<file path="config.mk">
export PLATFORM = sky130hd
export DESIGN_NAME = midi_voice_allocator
export DESIGN_NICKNAME = d
export VERILOG_FILES = /design/src/rtl/midi_voice_allocator.sv
export SDC_FILE = /design/constraint.sdc
export NUM_CORES = 1
export LEC_CHECK = 0
export ABC_AREA = 1
export BUFFER_PORTS_ARGS = -buffer_cell sky130_fd_sc_hd__buf_4
export CAP_MARGIN = 5
export CORE_MARGIN = 2
export CORE_UTILIZATION = 56
export CTS_CLUSTER_SIZE = 12
export DETAILED_ROUTE_END_ITERATION = 7
export PLACE_DENSITY = 0.89
export SKIP_CTS_REPAIR_TIMING = 1
export SLEW_MARGIN = 10
export SYNTH_ARGS = -nofsm -noshare
export SYNTH_HDL_FRONTEND = slang
export SYNTH_SLANG_ARGS = --single-unit
</file>
<file path="constraint.sdc">
create_clock -name clk -period 3.3 [get_ports clk]
set_clock_uncertainty 0.1 [all_clocks]
set_input_delay 0.66 -clock clk [delete_from_list [all_inputs] [get_ports clk]]
set_output_delay 0.66 -clock clk [all_outputs]
set_load 0.01 [all_outputs]
</file>
<file path="src/rtl/midi_voice_allocator.sv">
// Single-channel MIDI note allocator: parses note-on/off with running status and drives
// gate/note/velocity per voice. Define MIDI_ALLOC_SUSTAIN_EN to add CC64 sustain-pedal handling.
module midi_voice_allocator #(
    parameter int NUM_VOICES = 4,
    parameter int RANK_BITS  = 3
) (
    input  logic                    clk,
    input  logic                    rst,
    input  logic                    rx_valid,
    input  logic [7:0]              rx_byte,
    input  logic [3:0]              channel,
    output logic [NUM_VOICES-1:0]   voice_gate,
    output logic [NUM_VOICES*8-1:0] voice_note,
    output logic [NUM_VOICES*8-1:0] voice_velocity,
    output logic                    busy
);

    typedef enum logic [1:0] {IDLE, D1, D2} state_t;

    state_t                state, state_next;
    logic                  latch_status, clear_status, latch_data1, exec;
    logic [3:0]            status_hi;
    logic                  accept;
    logic [6:0]            data1;
    logic [6:0]            vel;
    logic                  is_on, is_off, release_all, pedal_on;

    logic [NUM_VOICES-1:0] gate, sust, pend;
    logic [6:0]            note_r [NUM_VOICES];
    logic [6:0]            vel_r  [NUM_VOICES];
    logic [RANK_BITS-1:0]  rank   [NUM_VOICES];

    logic [NUM_VOICES-1:0] held, free, off_hit, oldest;
    logic [NUM_VOICES-1:0] held_oh, free_oh, tgt_oh;
    logic [RANK_BITS-1:0]  tgt_rank;
    logic                  tgt_gate;

    // Parser: realtime bytes are transparent, system-common bytes drop running status.
    always_ff @(posedge clk) begin
        if (rst) state <= IDLE;
        else     state <= state_next;
    end

    always_comb begin
        state_next   = state;
        latch_status = 1'b0;
        clear_status = 1'b0;
        latch_data1  = 1'b0;
        exec         = 1'b0;
        if (rx_valid) begin
            if (rx_byte[7:3] == 5'b11111) begin
                state_next = state;
            end else if (rx_byte[7:4] == 4'hF) begin
                clear_status = 1'b1;
                state_next   = IDLE;
            end else if (rx_byte[7]) begin
                latch_status = 1'b1;
                state_next   = D1;
            end else begin
                case (state)
                    D1: begin
                        latch_data1 = 1'b1;
                        state_next  = D2;
                    end
                    D2: begin
                        exec       = 1'b1;
                        state_next = D1;
                    end
                    default: state_next = IDLE;
                endcase
            end
        end
    end

    always_ff @(posedge clk) begin
        if (rst) begin
            status_hi <= 4'h0;
            accept    <= 1'b0;
            data1     <= 7'h0;
        end else begin
            if (clear_status) begin
                accept <= 1'b0;
            end else if (latch_status) begin
                status_hi <= rx_byte[7:4];
                accept    <= (rx_byte[7:4] == 4'h8 || rx_byte[7:4] == 4'h9 ||
                              rx_byte[7:4] == 4'hB) && (rx_byte[3:0] == channel);
            end
            if (latch_data1) data1 <= rx_byte[6:0];
        end
    end

    assign vel    = rx_byte[6:0];
    assign is_on  = exec && accept && status_hi == 4'h9 && vel != 7'd0;
    assign is_off = exec && accept && (status_hi == 4'h8 || (status_hi == 4'h9 && vel == 7'd0));

    // Voice selection: same-note reuse, else lowest free index, else the oldest voice.
    always_comb begin
        for (int i = 0; i < NUM_VOICES; i++) begin
            held[i]    = (gate[i] || sust[i]) && note_r[i] == data1;
            free[i]    = !gate[i] && !sust[i];
            off_hit[i] = gate[i] && note_r[i] == data1;
            oldest[i]  = rank[i] == RANK_BITS'(NUM_VOICES - 1);
        end
        held_oh = held & (~held + NUM_VOICES'(1));
        free_oh = free & (~free + NUM_VOICES'(1));
        if (|held)      tgt_oh = held_oh;
        else if (|free) tgt_oh = free_oh;
        else            tgt_oh = oldest;
        tgt_rank = '0;
        for (int i = 0; i < NUM_VOICES; i++) begin
            if (tgt_oh[i]) tgt_rank = rank[i];
        end
        tgt_gate = |(tgt_oh & gate);
    end

`ifdef MIDI_ALLOC_SUSTAIN_EN
    logic is_cc, pedal;

    assign is_cc       = exec && accept && status_hi == 4'hB && data1 == 7'd64;
    assign release_all = is_cc && !vel[6];
    assign pedal_on    = pedal;

    always_ff @(posedge clk) begin
        if (rst) begin
            pedal <= 1'b0;
            sust  <= '0;
        end else begin
            if (is_cc)             pedal <= vel[6];
            if (is_on)             sust  <= sust & ~tgt_oh;
            if (is_off && pedal)   sust  <= sust | off_hit;
            if (release_all)       sust  <= '0;
        end
    end
`else
    assign sust        = '0;
    assign release_all = 1'b0;
    assign pedal_on    = 1'b0;
`endif

    // Voice state: a steal or retrigger of a gated voice holds the gate low for one cycle.
    always_ff @(posedge clk) begin
        if (rst) begin
            gate <= '0;
            pend <= '0;
            busy <= 1'b0;
            for (int i = 0; i < NUM_VOICES; i++) begin
                note_r[i] <= 7'h0;
                vel_r[i]  <= 7'h0;
                rank[i]   <= RANK_BITS'(i);
            end
        end else begin
            busy <= 1'b0;
            for (int i = 0; i < NUM_VOICES; i++) begin
                if (pend[i]) begin
                    gate[i] <= 1'b1;
                    pend[i] <= 1'b0;
                end
            end
            if (is_on) begin
                for (int i = 0; i < NUM_VOICES; i++) begin
                    if (tgt_oh[i]) begin
                        note_r[i] <= data1;
                        vel_r[i]  <= vel;
                        rank[i]   <= '0;
                        if (tgt_gate) begin
                            gate[i] <= 1'b0;
                            pend[i] <= 1'b1;
                        end else begin
                            gate[i] <= 1'b1;
                        end
                    end else if (rank[i] < tgt_rank) begin
                        rank[i] <= rank[i] + RANK_BITS'(1);
                    end
                end
                if (tgt_gate) busy <= 1'b1;
            end
            if (is_off && !pedal_on) begin
                for (int i = 0; i < NUM_VOICES; i++) begin
                    if (off_hit[i]) gate[i] <= 1'b0;
                end
            end
            if (release_all) begin
                for (int i = 0; i < NUM_VOICES; i++) begin
                    if (sust[i]) gate[i] <= 1'b0;
                end
            end
        end
    end

    always_comb begin
        voice_gate = gate;
        for (int i = 0; i < NUM_VOICES; i++) begin
            voice_note[8*i +: 8]     = {1'b0, note_r[i]};
            voice_velocity[8*i +: 8] = {vel_r[i], 1'b0};
        end
    end

endmodule

</file>
# Yosys cells after proc, flatten, opt, wreduce, memory -nomap -nowiden
# Memory sizes are Yosys's and may differ from the RTL's.
# Index checks and enable logic that the tools add are counted.
dict set report op_classes {
  addsub 6
  order_cmp 4
  eq_ne 18
  mux 96
  bitwise_logic 28
  reduce_logical 30
}
# cell n
set ops {}
lappend ops {{1-bit two-way mux} 69}
lappend ops {{7-bit two-way mux} 8}
lappend ops {{3-bit two-way mux} 12}
lappend ops {{7-bit == test} 4}
lappend ops {{4-bit == test (second input constant)} 6}
lappend ops {{4-bit two-way mux} 4}
lappend ops {{1-bit bitwise OR} 16}
lappend ops {{3-bit by 1-bit adder with 3-bit output (second input constant)} 4}
lappend ops {{4-bit bitwise AND} 3}
lappend ops {{3-bit by 2-bit == test with 1-bit output (second input constant)} 4}
lappend ops {{3-bit less-than comparator} 4}
lappend ops {{3-bit OR reduction} 4}
lappend ops {{4-bit OR reduction} 3}
lappend ops {{1-bit logical AND} 10}
lappend ops {{4-bit by 1-bit adder with 4-bit output (second input constant)} 2}
lappend ops {{4-bit inverter} 2}
lappend ops {{7-bit logical NOT} 1}
lappend ops {{1-bit inverter} 7}
lappend ops {{7-bit nonzero test} 1}
lappend ops {{5-bit == test (second input constant)} 1}
lappend ops {{4-bit == test} 1}
lappend ops {{1-bit logical NOT} 4}
lappend ops {{2-bit two-way mux} 2}
lappend ops {{2-bit case mux with 2 select lines} 1}
lappend ops {{5 further kinds} 9}
dict set report totals {
  regBits 23
  mem_bits_rw 68
  inputBits 15
  out_inout_bits 69
  wordCells 195
  mem_count 3
}
# memory depth word_bits rd rd_clocked_by_memory_dff wr line
set mem_list {}
lappend mem_list {note_r 4 7 4 0 4 29} ;# logic [6:0] note_r [NUM_VOICES];
lappend mem_list {vel_r 4 7 4 0 4 30} ;# logic [6:0] vel_r [NUM_VOICES];
lappend mem_list {rank 4 3 4 0 4 31} ;# logic [RANK_BITS-1:0] rank [NUM_VOICES];

# Longest topological paths before layout
# Gate-level depths: netlist (run 1).
# An unclocked memory read counts as a cell.
dict set report logic_depth {
  depth_word 18
  ltp_mapped 21
  mapped_depth_nobuf 21
}

# Least setup slack after synthesis (run 1)
# Ideal clock, no wire load.
dict set report synth_path {
  kind {register -> register}
  from {mem rank[1][0]}
  to {mem rank[1][0], enable pin}
  setup_time_ps 306
  arrival_ps 2282
  required_ps 2894
  path_slack_ps 611
  path_stages_with_launch 18
  path_buffers 0
  synth_period_minus_slack_ps 2689
  path_cell_list {edfxtp_1 ha_1 ha_1 nand2_1 a21oi_1 nand3_1 nand2_2 nand2_4 o21ai_0 a31oi_1 a211oi_1 a21oi_1 ha_1 inv_1 a21oi_2 nand2_1 nand2_1 nand3_1}
}
# item line
set synth_rtl {}
lappend synth_rtl {{start, declared} 31}

==> impl_metrics.env, run 1 <==
export IMPL_dieArea_um2=9120
export IMPL_max_stage_delay_ps=370
export IMPL_place_congestion=0.991
export IMPL_stdcell_area_um2=5550
export IMPL_path_cells="inv_2, nand2_1, nand2_1, inv_1, nand2_1, nor2_1, nand2_1, nand3_1, nand2_2, nand2_4, o21ai_0, a31oi_1, a211oi_1, a21oi_2, ha_1, nor3_1, nand2_2, nand3_1"
export IMPL_drive_above_1_share=0.238
export IMPL_post_route_period_util=0.935
export IMPL_hp_class="reg2reg"
export IMPL_synthesis_area_um2=4690
export IMPL_ys_types=44
export IMPL_synthTopCellsByArea="edfxtp_1 (44%), dfxtp_1 (9.8%), nand2_1 (8.0%), nor2_1 (7.8%), inv_1 (5.5%)"
export IMPL_cp_arrival_ps=3060
export IMPL_area_growth_pct=18.4
export IMPL_grt_pass1_vias=3847
export IMPL_grt_usage=0.278
export IMPL_design_core_area_um2=8180
export IMPL_grt_overflow=0
export IMPL_hpwl_um=8960
export IMPL_slew_violations=0
export IMPL_routed_wl_um=12000
export IMPL_clkTransAtPathRegs_ps=100
export IMPL_path_delay_family="simple AND/OR/NAND/NOR gates"
export IMPL_vias=4057
export IMPL_cap_viol_max_count=0
export IMPL_synth_seq_cells=91
export IMPL_numClockSinks=91
export IMPL_grt_max_degree=21
export IMPL_routed_via_density=5.59
export IMPL_grt_pass1_wl_um=18800
export IMPL_synthFlopType="edfxtp_1"
export IMPL_yosysTopAreaCell="edfxtp_1"
export IMPL_powerDensity_nw_per_um2=401
export IMPL_portBuffers=75
export IMPL_root_buffer="clkbuf_8"
export IMPL_status="complete, no violations"
export IMPL_slowest_stage="dfxtp_1"
export IMPL_final_min_clock_period_ps=3080
export IMPL_drt_initial_drc_count=376
export IMPL_endpoint_kind="flop"
export IMPL_critPathKind="reg2reg"
export IMPL_yosysSeqAreaShare=0.533
export IMPL_start_kind="flop"
export IMPL_clockBufferDepth=2
export IMPL_worst_path_buf_inv=2
export IMPL_layout_nets=643
export IMPL_setup_tns_ps=0
export IMPL_vdd_drop_max_v=0.000277
export IMPL_synth_top_area_frac=0.435
export IMPL_fillers=614
export IMPL_h_tree_depth=3
export IMPL_dieWidth_um=95.5
export IMPL_start_util=0.574
export IMPL_max_freq_mhz=324
export IMPL_diodes=0
export IMPL_regToRegSetupSlack_ps=220
export IMPL_die_h_um=95.5
export IMPL_drc=0
export IMPL_max_slew_margin_rel=0.559
export IMPL_numCtsBuffers=9
export IMPL_synth_async_reset_ratio=0
export IMPL_synth_cells=534
export IMPL_wl_per_cell_um=16.6
export IMPL_critPathMaxFanout=11
export IMPL_clkLatencyLatePin_ps=380
export IMPL_p_leak_nw=2.48
export IMPL_finalSetupViolations=0
export IMPL_postPlaceCellArea_um2=5350
export IMPL_ys_warn_count=0
export IMPL_rsz0062_at_grt="no"
export IMPL_drtPass1Iterations=7
export IMPL_synth_edff_count=68
export IMPL_cp_required_ps=3280
export IMPL_path_common_cell="nand2_1"
export IMPL_finish_utilization=0.679
export IMPL_core_rowCount=33
export IMPL_cts_tree="built"
export IMPL_io_pins=84
export IMPL_antenna_found_initial=0
export IMPL_worstMarginPinSlew_ps=660
export IMPL_hold_viol=0
export IMPL_antenna_left=0
export IMPL_syn_area_per_cell_um2=8.78
==> per-stage QoR <==
step / total power [mW] / std cells / setup slack [ps] / hold WS (ps)
after CTS: 2.23 / 726 / 150 / 385
after floorplan: 1.42 / 541 / 611 / 336
after global routing: 2.29 / 726 / 6.05 / 407
after global placement: 1.50 / 710 / 266 / 344
after detailed placement: 1.50 / 710 / 181 / 371
final: 2.23 / 726 / 216 / 378
==> kinds of logic after synthesis <==
kind of cell               count (synthesis)  share of synthesized area
adders and majority gates                 12                     0.0320
xor gates and xnor gates                   8                     0.0149
other                                      1                   0.000799
buffers and inverters                    101                     0.0910
and+or+nand+nor                          265                      0.253
DFF                                       91                      0.533
AOI/OAI and AO/OA                         56                     0.0744
==> report_power, final <==
part | internal (mW) | total [mW] | leakage (nW) | switching, mW
clock network | 0.294 | 0.745 | 0.100 | 0.450
logic | 0.0755 | 0.196 | 1.50 | 0.121
registers | 1.26 | 1.29 | 0.876 | 0.0275
==> cell usage after synthesis, types with 2 or more instances <==
library cell and n:
nor4_1 3, nand3_2 4, nand3_1 25, or2_1 3, inv_2 11, a21oi_2 3, o211ai_1 2, a211oi_2 3
a211oi_1 3, clkinv_1 2, nor2_2 2, buf_4 8, o21ai_0 18, buf_2 3, nand2_4 4, nand4_1 4
ha_1 12, edfxtp_1 68, clkbuf_1 5, nor2_1 98, nor2_4 2, o21ai_2 2, o21ai_1 2, xor2_1 2
inv_1 69, nand2_2 10, dfxtp_1 23, a21oi_1 18, nor3_1 6, xnor2_1 6, nand2_1 100
==> worst paths after layout <==
path / from / end / cells after the start
worst max-delay path: data1[1] / rank[0][2] / 18
worst min-delay path: state[1] / state[1] / 2
worst max register to register: data1[1] / rank[0][2] / 18
worst min register to register: state[1] / state[1] / 2
==> final cells by class <==
class,count,area (um^2),area share
Inverter,84,322,0.0579
Clock inverter,7,70.1,0.0126
Timing Repair Buffer,81,608,0.109
Sequential cell,91,2510,0.451
Tap cell,105,131,0.0237
Clock buffer,9,124,0.0223
Multi-Input combinational cell,349,1790,0.323
==> cell usage in the layout (no fill, tap or decap), types with 3 or more instances in the layout <==
master | Yosys | layout
clkinv_4 | 1 | 3
nand2_1 | 100 | 100
nor2_1 | 98 | 98
nand2_4 | 4 | 4
nor4_1 | 3 | 3
ha_1 | 12 | 12
nand2_2 | 10 | 10
xnor2_1 | 6 | 6
dfxtp_1 | 23 | 19
edfxtp_1 | 68 | 68
nand3_1 | 25 | 25
nor3_1 | 6 | 6
o21ai_0 | 18 | 18
inv_2 | 11 | 11
buf_4 | 8 | 81
or2_1 | 3 | 3
a21oi_2 | 3 | 4
a21oi_1 | 18 | 17
a211oi_2 | 3 | 3
nand4_1 | 4 | 4
conb_1 | 1 | 8
a211oi_1 | 3 | 3
dfxtp_2 | 0 | 4
inv_1 | 69 | 69
clkbuf_8 | 0 | 9
nand3_2 | 4 | 4
==> sequential cells by signal (all words and copies together), names as in the netlist <==
register / cells
voice_gate: 4
data1: 7
status_hi: 4
busy: 1
state: 2
note_r: 28
rank: 12
pend: 4
vel_r: 28
accept: 1
==> layer usage <==
metal	global-route usage	part of all wire
met2	0.474	0.50
met1	0.355	0.39
met3	0.0372	0.094
met4	0.117	0.024
met5	0	0
==> worst register-to-register path, stage by stage (launching register included) <==
cell and delay, ps:
dfxtp_1 370, inv_2 200, nand2_1 110, nand2_1 80, inv_1 40, nand2_1 60, nor2_1 60, nand2_1 140
nand3_1 110, nand2_2 100, nand2_4 80, o21ai_0 160, a31oi_1 60, a211oi_1 270, a21oi_2 110, ha_1 210
nor3_1 270, nand2_2 130, nand3_1 140
Note: power is estimated with default switching activity, not from simulation.
==> run 2, diff against run 1 <==
- BUFFER_PORTS_ARGS: -buffer_cell sky130_fd_sc_hd__buf_4 -> -buffer_cell sky130_fd_sc_hd__clkbuf_2
- RECOVER_POWER: default -> 100
==> run 2 against run 1 <==
Against the previous run: die area unchanged; routed wire length fell by 1.4%; global-route usage fell by 0.63 points; largest cell class unchanged; design area decreased by 5.5%; flip-flop and latch count is the same; hold slack got worse by 2.2 ps; sequential power hardly changed; maximum frequency is 0.91% lower; first-iteration DRC count shrank 6.6%; clock power is essentially flat; combinational power decreased by 12%.
==> impl_metrics.env, run 2 (synthesis results as in run 1) <==
export IMPL_status="complete, no violations"
export IMPL_hold_viol=0
export IMPL_grt_overflow=0
export IMPL_p_total_mw=2.20
export IMPL_final_cell_mix="nand2_1 (100), nor2_1 (100), inv_1 (70), edfxtp_1 (68), clkbuf_1 (66)"
export IMPL_swShare=0.272
export IMPL_drive_above_1_share=0.127
export IMPL_hp_class="reg2reg"
export IMPL_dieWidth_um=95.5
export IMPL_design_core_area_um2=8180
export IMPL_drc=0
export IMPL_slowest_stage="dfxtp_1"
export IMPL_numClockSinks=91
export IMPL_endpoint_kind="flop"
export IMPL_cp_required_ps=3270
export IMPL_dieArea_um2=9120
export IMPL_start_kind="flop"
export IMPL_wl_per_cell_um=16.4
export IMPL_clkTransAtPathRegs_ps=100
export IMPL_routed_via_density=5.52
export IMPL_drtPass1Iterations=5
export IMPL_grt_pass1_wl_um=18600
export IMPL_max_stage_delay_ps=360
export IMPL_numCtsBuffers=9
export IMPL_critPathMaxFanout=11
export IMPL_place_congestion=0.946
export IMPL_finalSetupViolations=0
export IMPL_worstMarginPinSlew_ps=912
export IMPL_cts_tree="built"
export IMPL_h_tree_depth=3
export IMPL_vdd_drop_max_v=0.000343
export IMPL_io_pins=84
export IMPL_postPlaceCellArea_um2=5160
export IMPL_grt_pass1_vias=3766
export IMPL_critPathKind="reg2reg"
export IMPL_stdcell_area_um2=5250
export IMPL_hpwl_um=8620
export IMPL_diodes=0
export IMPL_path_cells="inv_2, or2_0, nand2_1, inv_1, nand4_2, nor2_1, nor2_1, nand3_2, clkinv_2, a211oi_2, a21oi_2, ha_1, nor3_1, nand2_1, nand3_1"
export IMPL_clockBufferDepth=2
export IMPL_clockPowerShare=0.338
export IMPL_routed_wl_um=11900
export IMPL_max_freq_mhz=321
export IMPL_drt_initial_drc_count=351
export IMPL_vias=4007
export IMPL_grt_max_degree=21
export IMPL_p_comb_frac=0.078
export IMPL_max_slew_margin_rel=0.392
export IMPL_intPower_mw=1.60
export IMPL_start_util=0.574
export IMPL_die_h_um=95.5
export IMPL_area_growth_pct=11.9
export IMPL_grt_usage=0.271
export IMPL_layout_nets=643
export IMPL_cap_viol_max_count=0
export IMPL_reg_top3="note_r: 28 flops, vel_r: 28 flops, rank: 12 flops"
export IMPL_power_frac_seq=0.584
export IMPL_antenna_left=0
export IMPL_portBuffers=75
export IMPL_p_leak_nw=2.20
export IMPL_post_route_period_util=0.943
export IMPL_final_min_clock_period_ps=3110
export IMPL_cp_arrival_ps=3080
export IMPL_clkLatencyLatePin_ps=370
export IMPL_powerDensity_nw_per_um2=419
export IMPL_switchingPower_uw=599
export IMPL_root_buffer="clkbuf_8"
export IMPL_fillers=701
export IMPL_antenna_found_initial=0
export IMPL_slew_violations=0
export IMPL_core_rowCount=33
## run 2: changes by cell type in the layout (fill, tap and decap cells not counted), sizes merged
cell,change
buf,-81
clkbuf,+81
clkinv,-4
clkinvlp,+3
inv,+1
## run 2: power groups by stage
stage	combinational [mW]	sequential [mW]	clock (mW)
after floorplan	0.102	1.32	0
after global placement	0.169	1.31	0
after detailed placement	0.175	1.31	0
after CTS	0.177	1.28	0.748
after global routing	0.191	1.29	0.785
final	0.172	1.29	0.744
## run 2: cell type report
type / count / area (um^2) / share of cell area
multi-input combinational: 349 / 1780 / 0.338
clock inverter: 7 / 68.8 / 0.0131
sequential: 91 / 2510 / 0.478
tap: 105 / 131 / 0.0250
clock buffer: 9 / 124 / 0.0236
inverter: 84 / 320 / 0.0610
timing repair buffer: 81 / 323 / 0.0615
## run 2: worst paths after layout
kind	cells past startpoint	end	from	slack, ps
worst max register to register	15	rank[1][0]	data1[1]	190
worst min-delay path	2	state[1]	state[1]	380
worst min register to register	2	state[1]	state[1]	380
worst max-delay path	15	rank[1][0]	data1[1]	190
## run 2: metrics by stage
step | std cells | setup WS [ps] | utilization | TNS, ps | hold WS [ps]
2_1_floorplan | 541 | 611 | - | 0 | 336
5_1_grt | 726 | -9.66 | 0.642 | -28.9 | 416
6_report | 726 | 187 | 0.642 | 0 | 375
3_3_place_gp | 710 | 258 | 0.632 | 0 | 348
3_5_place_dp | 710 | 177 | 0.632 | 0 | 360
4_1_cts | 726 | 150 | 0.655 | 0 | 375
## run 2: worst max-delay path: cells and delay by family, from the launching register on
kind | cells | cell delay [ps]
flip-flops | 1 | 360
AO/OA/AOI/OAI | 2 | 380
AND/OR/NAND/NOR | 9 | 1350
adder cells (fa/ha/maj) | 1 | 190
buffers and inverters | 3 | 420
## run 2: metal layers
layer / share of wire / vias to the layer above / global-route usage
met2: 0.49 / 251 / 0.449
met5: 0 / - / 0
li1: - / 1881 / -
met1: 0.38 / 1847 / 0.359
met3: 0.11 / 28 / 0.0403
met4: 0.023 / 0 / 0.111
==> run 3, diff against run 2 <==
- CTS_BUF_LIST: default -> sky130_fd_sc_hd__clkbuf_16
==> run 3 against run 2 <==
Against the previous run: routed wire length rose by 4.2%; first-iteration DRC count increased by 13%; largest cell class unchanged; power grew 12%.
==> impl_metrics.env, run 3 (synthesis results as in run 1) <==
export IMPL_grt_pass1_wl_um=18800
export IMPL_start_util=0.574
export IMPL_finalSetupViolations=0
export IMPL_clkLatencyLatePin_ps=350
export IMPL_final_cell_mix="nand2_1 (101), nor2_1 (100), inv_1 (70), clkbuf_1 (68), edfxtp_1 (68)"
export IMPL_cp_required_ps=3240
export IMPL_regToRegSetupSlack_ps=190
export IMPL_numCtsBuffers=9
export IMPL_grt_max_degree=21
export IMPL_clkTransAtPathRegs_ps=70
export IMPL_diodes=0
export IMPL_reg_top3="note_r: 28 flops, vel_r: 28 flops, rank: 12 flops"
export IMPL_hp_start="state[1]"
export IMPL_rsz0062_at_grt="no"
export IMPL_portBuffers=75
export IMPL_p_total_mw=2.47
export IMPL_antenna_left=0
export IMPL_vias=4077
export IMPL_drive_above_1_share=0.126
export IMPL_routed_wl_um=12400
export IMPL_io_pins=84
export IMPL_slew_violations=0
export IMPL_reg2reg_from="data1[3]"
export IMPL_powerDensity_nw_per_um2=462
export IMPL_dieWidth_um=95.5
export IMPL_critPathKind="reg2reg"
export IMPL_p_leak_nw=2.24
export IMPL_max_slew_margin_rel=0.301
export IMPL_fillers=692
export IMPL_multi_input_area_um2=1770
export IMPL_post_route_period_util=0.943
export IMPL_drc=0
export IMPL_layout_nets=643
export IMPL_root_buffer="clkbuf_16"
export IMPL_status="complete, no violations"
export IMPL_grt_pass1_vias=3791
export IMPL_hold_viol=0
export IMPL_vdd_drop_max_v=0.000400
export IMPL_dieArea_um2=9120
export IMPL_clockBufferDepth=2
export IMPL_antenna_found_initial=0
export IMPL_area_growth_pct=14.1
export IMPL_grt_overflow=0
export IMPL_place_congestion=0.946
export IMPL_routed_via_density=5.62
export IMPL_design_core_area_um2=8180
export IMPL_start_kind="flop"
export IMPL_die_h_um=95.5
export IMPL_placed_cells=710
export IMPL_final_min_clock_period_ps=3110
export IMPL_h_tree_depth=3
export IMPL_critPathMaxFanout=9
export IMPL_cap_viol_max_count=0
export IMPL_drt_initial_drc_count=397
export IMPL_crit_path_start="data1[3]"
export IMPL_finish_utilization=0.655
export IMPL_worstMarginPinSlew_ps=1050
export IMPL_final_common_cell="nand2_1"
export IMPL_hp_class="reg2reg"
export IMPL_cts_tree="built"
export IMPL_hpwl_um=8620
export IMPL_core_rowCount=33
export IMPL_cp_arrival_ps=3060
export IMPL_layoutNonFillerInstCount=726
export IMPL_max_freq_mhz=321
export IMPL_numClockSinks=91
export IMPL_wl_per_cell_um=17.0
export IMPL_grt_usage=0.275
export IMPL_drtPass1Iterations=6
export IMPL_setup_tns_ps=0
export IMPL_ff_latch_area_um2=2510
export IMPL_endpoint_kind="flop"
[run 3: changes by cell type in the layout (fill, tap and decap cells not counted), moves of 2 or more]
cell,change
clkbuf_1,+2
clkbuf_16,+9
clkbuf_2,-2
clkbuf_8,-9
dfxtp_1,-3
dfxtp_2,+3
[run 3: final timing paths]
path	to	cells after the start
setup / recovery	rank[1][2]	18
hold / removal	state[1]	2
setup reg to reg	rank[1][2]	18
hold reg to reg	state[1]	2
[run 3: final cells by class]
class / count / share of cell area
Multi-Input combinational cell: 349 / 0.331
Tap cell: 105 / 0.0245
Inverter: 84 / 0.0603
Clock buffer: 9 / 0.0421
Sequential cell: 91 / 0.469
Timing Repair Buffer: 81 / 0.0599
Clock inverter: 7 / 0.0129
[run 3: report_power, final]
| part | switching (mW) | internal, mW |
|---|---|---|
| Clock | 0.483 | 0.531 |
| Combinational | 0.123 | 0.0507 |
| Sequential | 0.0271 | 1.26 |
| Total | 0.633 | 1.84 |
[run 3: critical path: stages, from the launching register on]
cell and delay (ps):
dfxtp_1 410, inv_2 110, or2_1 240, nand2_1 60
nor2_1 40, nand3_1 70, nor2_2 60, nor2_1 250
nand2_4 140, o21ai_0 100, a31oi_1 70, a211oi_1 230
a21oi_2 100, ha_1 290, inv_1 40, a21oi_1 140
nand2_1 90, nand2_1 110, nand3_1 150
[run 3: stage by stage]
stage	instance area [um^2]	hold WS [ps]	worst slack, ps
after floorplan	4720	336	611
after global placement	5160	348	258
after detailed placement	5160	360	177
after CTS	5460	371	129
after global routing	5350	411	4.19
final	5350	371	187
[run 3: per-layer routing]
metal | GRT usage | vias up | wire [um]
met2 | 0.450 | 243 | 6150
met3 | 0.0538 | 23 | 1280
met5 | 0 | - | 0
met4 | 0.0929 | 0 | 232
li1 | - | 1879 | -
met1 | 0.367 | 1932 | 4710
